<file path="config.mk">
export PLATFORM = sky130hd
export DESIGN_NAME = paralelo_serial
export DESIGN_NICKNAME = d
export VERILOG_FILES = /design/src/rtl/paralelo_serial_pkg.sv /design/src/rtl/paralelo_serial_piso.sv /design/src/rtl/paralelo_serial.sv
export SDC_FILE = /design/constraint.sdc
export NUM_CORES = 1
export LEC_CHECK = 0
export BUFFER_PORTS_ARGS = -buffer_cell sky130_fd_sc_hd__buf_2
export CAP_MARGIN = 0
export CORE_MARGIN = 8
export CORE_UTILIZATION = 54
export CTS_CLUSTER_DIAMETER = 100
export DETAILED_ROUTE_END_ITERATION = 8
export PLACE_DENSITY = 0.84
export SLEW_MARGIN = 20
export SYNTH_ARGS = -nofsm -noshare
export SYNTH_HDL_FRONTEND = slang
export SYNTH_SLANG_ARGS = --single-unit
</file>
<file path="constraint.sdc">
create_clock -name clk_32f -period 1.6 [get_ports clk_32f]
set_input_delay 0.24 -clock clk_32f [delete_from_list [all_inputs] [get_ports clk_32f]]
set_output_delay 0.24 -clock clk_32f [all_outputs]
set_load 0.05 [all_outputs]
</file>
<file path="src/rtl/paralelo_serial_pkg.sv">
// rtl/paralelo_serial_pkg.sv - shared PHY constants and link state encoding
package paralelo_serial_pkg;

  localparam logic [7:0] DEF_COMMA       = 8'hBC;
  localparam int         DEF_PREAMBLE_BC = 4;

  typedef enum logic {
    PREAMBLE = 1'b0,
    ACTIVE   = 1'b1
  } link_state_t;

endpackage

</file>
<file path="src/rtl/paralelo_serial_piso.sv">
// rtl/paralelo_serial_piso.sv - 8-bit parallel-in serial-out shifter, MSB first
module piso_shifter8 #(
  parameter logic [7:0] INIT = 8'hBC
) (
  input  logic       clk_32f,
  input  logic       reset,
  input  logic       load,
  input  logic [7:0] byte_in,
  output logic       serial_out,
  output logic       last_bit
);

  logic [7:0] shift_q;
  logic [2:0] bit_cnt;

  always_ff @(posedge clk_32f or posedge reset) begin
    if (reset) begin
      shift_q <= INIT;
      bit_cnt <= 3'd0;
    end else if (load) begin
      shift_q <= byte_in;
      bit_cnt <= 3'd0;
    end else begin
      shift_q <= {shift_q[6:0], 1'b0};
      bit_cnt <= bit_cnt + 3'd1;
    end
  end

  assign serial_out = shift_q[7];
  assign last_bit   = (bit_cnt == 3'd7);

endmodule

</file>
<file path="src/rtl/paralelo_serial.sv">
// rtl/paralelo_serial.sv - byte serializer with comma preamble and one-byte holding register
module paralelo_serial
  import paralelo_serial_pkg::*;
#(
  parameter logic [7:0] COMMA       = DEF_COMMA,
  parameter int         PREAMBLE_BC = DEF_PREAMBLE_BC
) (
  input  logic       clk_32f,
  input  logic       reset,
  input  logic [7:0] data_in,
  input  logic       valid_in,
  output logic       ready_out,
  output logic       data_out,
  output logic       active_out
);

  localparam int CW = (PREAMBLE_BC < 2) ? 1 : $clog2(PREAMBLE_BC + 1);

  link_state_t state;
  logic [CW-1:0] pre_cnt;
  logic [7:0] hold;
  logic       full;
  logic       last_bit;
  logic       data_slot;
  logic       accept;
  logic [7:0] next_byte;

  // The load edge that completes the preamble already picks up held data.
  assign data_slot = (state == ACTIVE) || (pre_cnt == CW'(PREAMBLE_BC - 1));
  assign next_byte = (data_slot && full) ? hold : COMMA;
  assign accept    = valid_in && !full;
  assign ready_out = !full;

  piso_shifter8 #(.INIT(COMMA)) u_piso (
    .clk_32f    (clk_32f),
    .reset      (reset),
    .load       (last_bit),
    .byte_in    (next_byte),
    .serial_out (data_out),
    .last_bit   (last_bit)
  );

  always_ff @(posedge clk_32f or posedge reset) begin
    if (reset) begin
      state      <= PREAMBLE;
      active_out <= 1'b0;
      pre_cnt    <= '0;
      hold       <= 8'h00;
      full       <= 1'b0;
    end else begin
      if (last_bit && state == PREAMBLE) begin
        pre_cnt <= pre_cnt + CW'(1);
        if (data_slot) begin
          state      <= ACTIVE;
          active_out <= 1'b1;
        end
      end
      // accept requires !full, so it never collides with draining the register
      if (accept) begin
        hold <= data_in;
        full <= 1'b1;
      end else if (last_bit && data_slot && full) begin
        full <= 1'b0;
      end
    end
  end

endmodule

</file>
; After elaboration in Yosys (flattened, before gate mapping)
; Index checks and enable logic that the tools add are counted.
[op_classes]
add_sub_neg = 2
eq_ne = 2
muxes = 5
bitwise_logic = 1
n_reduce_logical = 9
[op_table]
columns = cell, n
row1 = $mux W8, 2
row2 = $add A3 B1 Y3 const B, 2
row3 = $logic_and A1 B1 Y1, 5
row4 = $eq A3 B2 Y1 const B, 1
row5 = $eq A3 B3 Y1 const B, 1
row6 = $mux W3, 1
row7 = $mux W1, 2
row8 = $reduce_and A2 Y1, 1
row9 = $reduce_bool A2 Y1, 1
row10 = $logic_not A1 Y1, 1
row11 = $logic_or A1 B1 Y1, 1
row12 = $not A1 Y1, 1
[totals]
regBits = 24
inputBits = 11
output_inout_bits = 3
word_cells = 25

; Depth between registers and ports, before layout
; Gate-level depths: netlist (run 1).
[logic_depth]
ltp_word = 6
mapped_depth = 6
depth_no_buf = 4

; Hierarchy
; From an unflattened synthesis (run 1), not the netlist that was laid out.
[hier_totals]
cells_unflattened = 73
hier_area_um2 = 1071.0
[by_module_without_submodules]
columns = mod, instances, cells_per_inst, area_each_um2, seq_area_each_um2
row1 = paralelo_serial, 1, 47, 619.3, 325.3
row2 = piso_shifter8, 1, 26, 451.7, 281.5

; Worst setup path after synthesis (run 1)
; Ideal clock, no wire load.
[synth_timing]
path_type = register -> register
startpoint = reg u_piso.bit_cnt[0]
endpoint = reg pre_cnt[1]
setup_time_ns = 0.125
t_arrival_ns = 1.304
t_required_ns = 1.475
path_slack_ns = 0.171
stages_incl_launch_ff = 6
n_path_buf = 1
period_less_slack_ns = 1.429
path_cell_list = dfrtp_1 -> ha_1 -> ha_1 -> buf_4 -> nor2b_4 -> mux2_4
[synth_between]
elab_chain_cells = 2
[synth_rtl]
columns = element, line
row1 = from (decl), paralelo_serial_piso.sv:14  ; logic [2:0] bit_cnt;
row2 = from (signal assigned), paralelo_serial_piso.sv:25  ; bit_cnt <= bit_cnt + 3'd1;
row3 = $eq A3 B3 Y1, paralelo_serial_piso.sv:30  ; assign last_bit = (bit_cnt == 3'd7);
row4 = $logic_and A1 B1 Y1, paralelo_serial.sv:51  ; if (last_bit && state == PREAMBLE) begin
row5 = to (signal assigned), paralelo_serial.sv:52  ; pre_cnt <= pre_cnt + CW'(1);
row6 = to (decl), paralelo_serial.sv:20  ; logic [CW-1:0] pre_cnt;
; Every way passes these cells.
; A chain may end at the register's enable or synchronous reset.

; Final worst setup path (run 1)
[layout_timing]
startpoint = reg pre_cnt[0]
endpoint = reg u_piso.shift_q[3]
[layout_between]
elab_chain_cells = 5
[layout_rtl]
columns = element, line
row1 = $eq A3 B2 Y1, paralelo_serial.sv:29  ; assign data_slot = (state == ACTIVE) || (pre_cnt == CW'(PREAMBLE_BC - 1));
row2 = $logic_or A1 B1 Y1, paralelo_serial.sv:29
row3 = $logic_and A1 B1 Y1, paralelo_serial.sv:30  ; assign next_byte = (data_slot && full) ? hold : COMMA;
row4 = $mux W8, paralelo_serial.sv:30
row5 = $mux W8, paralelo_serial_piso.sv:20  ; end else if (load) begin
row6 = to (signal assigned), paralelo_serial_piso.sv:21  ; shift_q <= byte_in;
row7 = to (signal assigned), paralelo_serial_piso.sv:24  ; shift_q <= {shift_q[6:0], 1'b0};
row8 = to (decl), paralelo_serial_piso.sv:13  ; logic [7:0] shift_q;
; Every way passes these cells.

==> metrics.md, run 1 <==
| Metric | Value |
|---|---|
| Largest net degree at the start of global routing | `25` |
| Synth Cell Area | `1005 µm²` |
| CP Cell Sequence | `ha_1 -> ha_1 -> o21a_1 -> a31oi_1` |
| Library cells used by synthesis | `20` |
| Io pins | `14` |
| Layout Nets | `approximately 110` |
| Antenna viol nets, final | `0` |
| WHS Endpoint | `hold[2]` |
| Layout area overhead | `14.07%` |
| Hpwl dp | `1159 µm` |
| Hold Crit Class | `input pin to flip-flop` |
| CTS clock-pin slew for the worst setup and hold paths | `0.12 ns` |
| Max IR drop VDD | `roughly 710 µV` |
| Number of CTS-inserted buffers | `3` |
| R2R Path End | `u_piso.shift_q[3]` |
| Simple-gate portion of the synthesized area | `roughly 5.6%` |
| HP Start | `data_in[2]` |
| WHS Path Cells | `2` |
| Startpoint type of the worst setup path | `flip-flop` |
| Clock sink count | `24` |
| Rel. slew slack | `between 80% and 90%` |
| Most used cell, CP | `ha_1` |
| Status | `complete, no violations` |
| Initial antenna violation count | `0` |
| Final Cycle Share | `~87%` |
| Post-Route WL | `1529 µm` |
| Initial Utilization | `57.56%` |
| RSZ-0062 raised after global routing | `no` |
| Adder-Cell Fraction of Synth Area | `4.981%` |
| CTS Root Cell | `clkbuf_4` |
| Reg2reg setup slack | `0.20 ns` |
| Final Cell Area | `~1100 µm²` |
| Die X | `59.14 µm` |
| Top_reg_cell synth | `dfrtp_1` |
| Post-CTS sizing | `0` |
| DRC Markers | `0` |
| Multiplexer area fraction after synthesis | `14.45%` |
| Min Tclk post-route | `roughly 1.4 ns` |
| N_diodes | `0` |
| Power density over the cells | `1183 nW/µm²` |
| Xor/xnor share of the synthesized area | `0.8717%` |
| Slowest-stage cell, CP | `dfrtp_1` |
| GR Util All Layers | `10.30%` |
| Row Count | `15` |
| Actual slew at the worst max-slew pin | `0.2697 ns` |
| CTS tree | `yes` |
| Setup Fix Bufs, Post-CTS | `0` |
| Yosys warnings | `0` |
| Synthesized flop and latch total | `24` |
| Lkg Pwr | `0.5886 nW` |
| Register area share after synthesis | `60.40%` |
| Max frequency | `between 700 and 800 MHz` |
| DR vias/cell | `4.873` |
| Final setup fails | `0` |
| Cell count after synthesis | `75` |
| I/O Buffers | `13` |
| Total number of vias | `575` |
| CP Data Required Time | `1.84 ns` |
| Skew final | `0.004468 ns` |
| Post-synth EDFFs | `0` |
| Syn nets | `90` |
| Fraction of registers with async set or reset after synthesis | `100.0%` |
| Critical path type | `flip-flop to flip-flop` |
| R2r worst-path depth | `4` |
| First-pass GRT wire length | `2663 µm` |
| Mean Syn Cell Area | `13.40 µm²` |
| H-tree Lvls | `1` |
| Core area | `around 1700 µm²` |
| Crit. End Element | `flip-flop` |
| Die ar. | `3497 µm²` |
| Drt wl/cell | `12.96 µm` |
| CP Max Fanout | `6` |
| Clock latency on the worst-skew pair | `0.32 ns` |
| Pre-antenna DRT Iters | `4` |
| Max-cap violations | `0` |
| Setup TNS | `0 ns` |
| Final hold vios | `0` |
| Post-synthesis compound-gate area fraction | `under 10%` |
| Largest family of logic cells by synthesized area | `multiplexers` |
| Hold_ws | `about 0.14 ns` |
| Bufs on Longest Clock Path | `2` |
| Layout cells sized above 1 | `37.63%` |
| Worst r2r src | `pre_cnt[0]` |
| Final Max Tran Viols | `0` |
| CP peak stage delay | `0.42 ns` |
| Cts-stage hold buffer count | `1` |
| Setup WS pre-CTS | `0.2468 ns` |
| Chip height | `59.14 µm` |
| Placer congestion estimate | `roughly 0.77` |
| Post-Place Cell Area | `1100 µm²` |
| Initial drt markers | `8` |
| Grt total ovfl | `0` |
| Final setup margin | `between 0.2 and 0.25 ns` |
| Number of global-route vias before repair | `between 500 and 600` |
| Total power | `1.356 mW` |
| Critical Path AT | `1.64 ns` |
[worst max-delay path, delay by kind of cell, from the launching register on]
family                   cells  cell delay, ns
AO/OA/AOI/OAI                2            0.48
adder cells (fa/ha/maj)      2            0.44
flip-flops                   1            0.42
[state kept, by name, summed over array words and instances (netlist names)]
| signal | cells |
|---|---|
| full | 1 |
| hold | 8 |
| pre_cnt | 3 |
| state | 1 |
| u_piso.bit_cnt | 3 |
| u_piso.shift_q | 8 |
[routing by layer]
layer | global-route usage, % | up-vias | routed length, µm
met3 | 2.820 | 4 | 34
li1 | - | 284 | -
met4 | 7.167 | 0 | 38
met1 | 12.47 | 276 | 757
met2 | 15.42 | 11 | 699
met5 | 0 | - | 0
[cell families after synthesis]
kind of cell	after synthesis
flops	24
buf+inv	13
compound gates	12
simple gates	11
mux	10
fa+ha+maj	4
xor+xnor	1
[placed cells by master (no fill, tap or decap), types with 3 or more instances in the layout]
cell type and n:
mux2_4 9, dfrtp_1 19, dfstp_2 5, inv_1 10, a31oi_1 5, ha_1 4, buf_2 13, nor2_1 6
clkbuf_4 3, buf_4 3
[metrics by stage]
stage               std cells  utilization [%]
floorplan                  75                -
global placement          113            63.01
detailed placement        113            63.01
CTS                       118            65.66
global route              118            65.66
finish                    118            65.66
[cell type report]
class | count | area (µm²)
Sequential cell | 24 | 606.8
Multi-Input combinational cell | 38 | 336.6
Inverter | 10 | 37.54
Tap cell | 25 | 31.28
Timing Repair Buffer | 17 | 97.59
Clock buffer | 4 | 36.28
Fill cell | 126 | 599.3
[power by group]
| group | internal [mW] | switching [mW] | total [mW] | leakage (nW) |
|---|---|---|---|---|
| Combinational | 0.124 | 0.125 | 0.249 | 0.290 |
| Sequential | 0.741 | 0.0508 | 0.792 | 0.278 |
| Clock | 0.139 | 0.176 | 0.315 | 0.0210 |
[synth_stat cells (all sizes together), types with 3 or more instances]
master	count	area [µm²]
nor2	6	22.52
mux2	9	135.1
ha	4	50.05
inv	10	37.54
a31oi	5	31.28
buf	3	23.77
dfrtp	19	475.5
dfstp	5	131.4
[worst max path at each step]
stage / startpoint / depth (start not counted) / to / slack [ns]
after global placement: pre_cnt[0] / 4 / u_piso.shift_q[0] / 0.29
after detailed placement: u_piso.bit_cnt[0] / 4 / pre_cnt[1] / 0.25
after CTS: pre_cnt[0] / 4 / u_piso.shift_q[3] / 0.19
after floorplan: u_piso.bit_cnt[0] / 5 / pre_cnt[1] / 0.17
final: pre_cnt[0] / 4 / u_piso.shift_q[3] / 0.20
after global routing: pre_cnt[0] / 4 / u_piso.shift_q[3] / 0.14
Note: power is estimated with default switching activity, not from simulation.
==> inputs of run 2 (changes only) <==
Settings changed: CORE_MARGIN 8 to 1, REMOVE_ABC_BUFFERS from default to 1.
==> run 2 against run 1 <==
  * Sequential share of layout area fell by 0.34 points
  * Count of clock-buffer cells in the layout did not move
  * Critical path depth did not move
  * Global-route usage rose by 9.2 points
  * Design area rose by 0.66%
  * Power barely moved
  * Hold slack got worse by 0.0011 ns
  * Via count rose by 4.5%
  * Critical path type unchanged
  * Largest power group unchanged
==> metrics.md, run 2 (same netlist as run 1, synthesis figures left out) <==
| Metric | Value |
|---|---|
| Status | `complete, no violations` |
| Post-CTS sizing | `0` |
| Gr busiest metal | `met2` |
| Rel. slew slack | `between 70 and 80%` |
| Final hold vios | `0` |
| I/O Buffers | `13` |
| R2R Path End | `u_piso.shift_q[1]` |
| Final Max Tran Viols | `0` |
| FILL cells | `128` |
| Reg2reg setup slack | `0.18 ns` |
| Critical Path AT | `roughly 1.6 ns` |
| Critical path type | `flip-flop to flip-flop` |
| Actual slew at the worst max-slew pin | `about 0.33 ns` |
| Startpoint type of the worst setup path | `flip-flop` |
| Final Cell Area | `1154 µm²` |
| Bufs on Longest Clock Path | `2` |
| Hold Crit Class | `input pin to flip-flop` |
| CP Data Required Time | `1.79 ns` |
| GR Util All Layers | `19.50%` |
| Largest net degree at the start of global routing | `25` |
| Total number of vias | `approximately 600` |
| Pre-antenna DRT Iters | `4` |
| Hpwl dp | `roughly 1100 µm` |
| WHS Endpoint | `hold[5]` |
| Clock sink count | `24` |
| Lkg Pwr | `0.5938 nW` |
| Core area | `1727 µm²` |
| CTS clock-pin slew for the worst setup and hold paths | `0.12 ns` |
| H-tree Lvls | `1` |
| Skew final | `0.005135 ns` |
| Setup TNS | `0 ns` |
| Row Count | `15` |
| Clock latency on the worst-skew pair | `around 0.32 ns` |
| Min Tclk post-route | `1.416 ns` |
| Die ar. | `2037 µm²` |
| Max frequency | `between 700 and 800 MHz` |
| DR vias/cell | `around 5.1` |
| R2r worst-path depth | `4` |
| N_diodes | `0` |
| CTS Root Cell | `clkbuf_4` |
| Drt wl/cell | `12.89 µm` |
| GR Util met1 | `27.64%` |
| Final Cycle Share | `88.48%` |
| WHS Path Cells | `2` |
| Layout cells sized above 1 | `a little under two fifths` |
| Die X | `45.14 µm` |
| Chip height | `between 40 and 50 µm` |
| Grt met2 use | `28.41%` |
| Most frequent cells in the layout | `dfrtp_1 (19), buf_2 (13), inv_1 (10)` |
| Io pins | `14` |
| Post-Route WL | `1534 µm` |
| Layout Nets | `110` |
| Max-cap violations | `0` |
| Initial antenna violation count | `0` |
| HP Start | `data_in[5]` |
| Number of global-route vias before repair | `570` |
| CP Max Fanout | `4` |
| Initial Utilization | `58.19%` |
| DRC Markers | `0` |
| Grt total ovfl | `0` |
| Final setup fails | `0` |
| Antenna viol nets, final | `0` |
| CTS tree | `yes` |
| Post-Place Cell Area | `1107 µm²` |
| First-pass GRT wire length | `2677 µm` |
| Setup Fix Bufs, Post-CTS | `0` |
| Crit. End Element | `flip-flop` |
| Most common cell after layout, fill and taps aside | `dfrtp_1` |
| Number of CTS-inserted buffers | `3` |
| Met3 GRT Util | `7.200%` |
| Max IR drop VDD | `805.7 µV` |
| Power density over the cells | `around 1200 nW/µm²` |
| Layout area overhead | `14.82%` |
| Top flop regs | `hold x8, u_piso.shift_q x8` |
| Initial drt markers | `8` |
| RSZ-0062 raised after global routing | `no` |
| Placer congestion estimate | `0.7193` |
| Worst r2r src | `pre_cnt[0]` |
run 2: final cells by class:
class / count / area, µm² / share of cell area, %
Sequential cell: 24 / 606.8 / 52.60
Multi-Input combinational cell: 38 / 336.6 / 29.18
Timing Repair Buffer: 18 / 105.1 / 9.111
Inverter: 10 / 37.54 / 3.254
Clock buffer: 4 / 36.28 / 3.145
Tap cell: 25 / 31.28 / 2.711
run 2: worst max-delay path by stage:
stage | start | to | cells past startpoint
floorplan | u_piso.bit_cnt[0] | pre_cnt[1] | 4
global placement | pre_cnt[0] | u_piso.shift_q[0] | 4
detailed placement | pre_cnt[0] | u_piso.shift_q[1] | 4
CTS | pre_cnt[0] | u_piso.shift_q[1] | 4
global route | pre_cnt[0] | u_piso.shift_q[1] | 4
finish | pre_cnt[0] | u_piso.shift_q[1] | 4
run 2: through the flow:
stage          setup slack, ns  hold slack [ns]  total power [mW]  utilization (%)  std cells
2_1_floorplan          0.02520           0.2509            0.9857                -         72
3_3_place_gp            0.2765           0.2852             1.040            64.13        114
3_5_place_dp            0.2201           0.2922             1.056            64.13        114
4_1_cts                 0.1817           0.1415             1.366            66.81        119
5_1_grt                0.08701           0.1379             1.422            66.81        119
6_report                0.1843           0.1410             1.357            66.81        119
run 2: power by group:
part	switching, mW	internal, mW
Clock	0.175	0.139
Sequential	0.0453	0.741
Combinational	0.129	0.127
run 2: layer usage:
layer / wire length, µm / share of wire (%)
met3: 90 / 5.9
met4: 20 / 1.3
met2: 704 / 46
met1: 719 / 47
met5: 0 / 0
run 2: repair_timing:
| action | 4_1_cts | 5_1_grt |
|---|---|---|
| hold endpoints to repair | 19 | 0 |
| setup endpoints to repair | 0 | 0 |
| hold buffers | 1 | 0 |
run 2: critical path: stages, from the launching register on:
cell	delay (ns)
dfrtp_1	0.42
ha_1	0.21
ha_1	0.22
o21ai_0	0.30
o22ai_1	0.15
==> inputs of run 3 (changes only) <==
Settings changed: CORE_MARGIN 1 to default, REMOVE_ABC_BUFFERS 1 to default.
==> run 3 against run 2 <==
  * Register-to-register slack gained 0.04 ns
  * Sequential power increased by 0.5%
  * Worst setup slack improved by 0.039 ns
  * Via count is 3.0% lower
  * Power decreased by 0.68%
  * Cell count fell by 0.84%
  * Design area shrank 0.65%
  * Clock power down 3%
  * Global-route usage is 0.31 points lower
  * Critical path depth unchanged
  * Non-clock buffer count down 1
==> metrics.md, run 3 (same netlist as run 1, synthesis figures left out) <==
| Metric | Value |
|---|---|
| Register area | `606.8 µm²` |
| Initial Utilization | `around 58%` |
| Post-CTS sizing | `0` |
| Actual slew at the worst max-slew pin | `0.2867 ns` |
| CP peak stage delay | `0.41 ns` |
| Die ar. | `2037 µm²` |
| Rel. slew slack | `roughly four fifths` |
| NetSw | `between 0.3 and 0.4 mW` |
| GR Util All Layers | `19.19%` |
| Post-Route WL | `1481 µm` |
| Layout area overhead | `14.07%` |
| WHS Endpoint | `hold[2]` |
| Reg2reg setup slack | `between 0.2 and 0.25 ns` |
| Antenna viol nets, final | `0` |
| Crit path max-delay family | `adder cells` |
| Number of global-route vias before repair | `between 500 and 600` |
| Most common cell after layout, fill and taps aside | `dfrtp_1` |
| Drt wl/cell | `12.55 µm` |
| Io pins | `14` |
| Crit. End Element | `flip-flop` |
| I/O Buffers | `13` |
| Most frequent cells in the layout | `dfrtp_1 (19), buf_2 (13), inv_1 (10)` |
| Row Count | `15` |
| Min Tclk post-route | `1.377 ns` |
| Initial antenna violation count | `0` |
| CP Cell Sequence | `ha_1 -> ha_1 -> o21a_1 -> and3_1` |
| Setup TNS | `0 ns` |
| Grt total ovfl | `0` |
| Worst r2r src | `pre_cnt[0]` |
| DRC Markers | `0` |
| Layout Nets | `roughly 110` |
| Top flop regs | `hold x8, u_piso.shift_q x8` |
| CTS Root Cell | `clkbuf_4` |
| R2r worst-path depth | `4` |
| Finished Layout Cells | `118` |
| Hpwl dp | `1088 µm` |
| Number of CTS-inserted buffers | `3` |
| CP Max Fanout | `6` |
| R2R Path End | `u_piso.shift_q[0]` |
| Lkg Pwr | `about 0.59 nW` |
| Multi-input gate area | `around 340 µm²` |
| Max-cap violations | `0` |
| Inst Count DP | `113` |
| Initial drt markers | `16` |
| Critical Path AT | `1.59 ns` |
| Power density over the cells | `1176 nW/µm²` |
| Status | `complete, no violations` |
| Max IR drop VDD | `~980 µV` |
| CP Data Required Time | `1.82 ns` |
| N_diodes | `0` |
| Hold Crit Class | `input pin to flip-flop` |
| Sequential power share | `58.6%` |
| Final Cycle Share | `around 86%` |
| Layout cells sized above 1 | `between 30 and 40%` |
| Placer congestion estimate | `slightly above 0.7` |
| CTS clock-pin slew for the worst setup and hold paths | `0.12 ns` |
| Die X | `45.14 µm` |
| Core area | `approximately 1700 µm²` |
| HP Start | `data_in[2]` |
| First-pass GRT wire length | `2573 µm` |
| Pre-antenna DRT Iters | `4` |
| WHS Path Cells | `2` |
| H-tree Lvls | `1` |
| Pint | `1.005 mW` |
| Switching Share | `25.45%` |
| Final Max Tran Viols | `0` |
| Bufs and invs on worst path | `0` |
| Clock sink count | `24` |
| Clock latency on the worst-skew pair | `~0.31 ns` |
| Most used cell, CP | `ha_1` |
| DR vias/cell | `4.941` |
| Chip height | `45.14 µm` |
| Max frequency | `726.4 MHz` |
| Slowest-stage cell, CP | `dfrtp_1` |
| Total number of vias | `~580` |
| Final setup fails | `0` |
| Largest net degree at the start of global routing | `25` |
| CTS tree | `yes` |
| Skew final | `0.002263 ns` |
| Critical path type | `flip-flop to flip-flop` |
| RSZ-0062 raised after global routing | `no` |
| Final hold vios | `0` |
| Comb pwr share | `a little under a fifth` |
| Startpoint type of the worst setup path | `flip-flop` |
| FILL cells | `142` |
| Bufs on Longest Clock Path | `2` |
| Clk pwr share | `22.8%` |
[run 3: cell types whose count changed in the layout (fill, tap and decap cells not counted), sizes merged]
cell / delta
buf: -1
[run 3: area by class of cell]
class	instances	share of cell area (%)
multi-input cells	38	29.37
flip-flops and latches	24	52.95
inverters	10	3.275
clock buffers	4	3.166
repair buffers	17	8.515
well taps	25	2.729
[run 3: power by group through the flow]
stage,combinational (mW),clock [mW],sequential (mW)
2_1_floorplan,0.174,0,0.817
3_3_place_gp,0.241,0,0.796
3_5_place_dp,0.252,0,0.803
4_1_cts,0.255,0.316,0.791
5_1_grt,0.279,0.336,0.802
6_report,0.251,0.307,0.790
[run 3: worst max-delay path by stage]
stage / startpoint / to / depth (start not counted) / slack (ns)
after floorplan: u_piso.bit_cnt[0] / pre_cnt[1] / 5 / 0.17
after global placement: pre_cnt[0] / u_piso.shift_q[0] / 4 / 0.29
after detailed placement: pre_cnt[0] / u_piso.shift_q[0] / 4 / 0.26
after CTS: pre_cnt[0] / u_piso.shift_q[2] / 4 / 0.23
after global routing: pre_cnt[0] / u_piso.shift_q[1] / 4 / 0.16
final: pre_cnt[0] / u_piso.shift_q[0] / 4 / 0.22
[run 3: per-stage QoR]
step	instance area (µm²)	setup WS (ns)	hold slack [ns]	util [%]	power (mW)
floorplan	1005	0.1711	0.2509	-	0.9904
global placement	1100	0.2852	0.2869	63.70	1.037
detailed placement	1100	0.2554	0.3001	63.70	1.055
CTS	1146	0.2303	0.1445	66.38	1.362
global route	1146	0.1630	0.1414	66.38	1.417
finish	1146	0.2234	0.1469	66.38	1.348
[run 3: what timing repair did]
| item | 4_1_cts | 5_1_grt |
|---|---|---|
| hold buffers | 1 | 0 |
| setup buffers | 0 | 0 |
| endpoints found under the hold margin | 19 | 0 |
[run 3: per-layer routing]
metal | vias up | global-route usage (%) | share of wire, %
li1 | 287 | - | -
met1 | 281 | 25.54 | 47
met2 | 11 | 27.83 | 48
met3 | 4 | 3.600 | 1.7
met4 | 0 | 14.55 | 3.6
met5 | - | 0 | 0
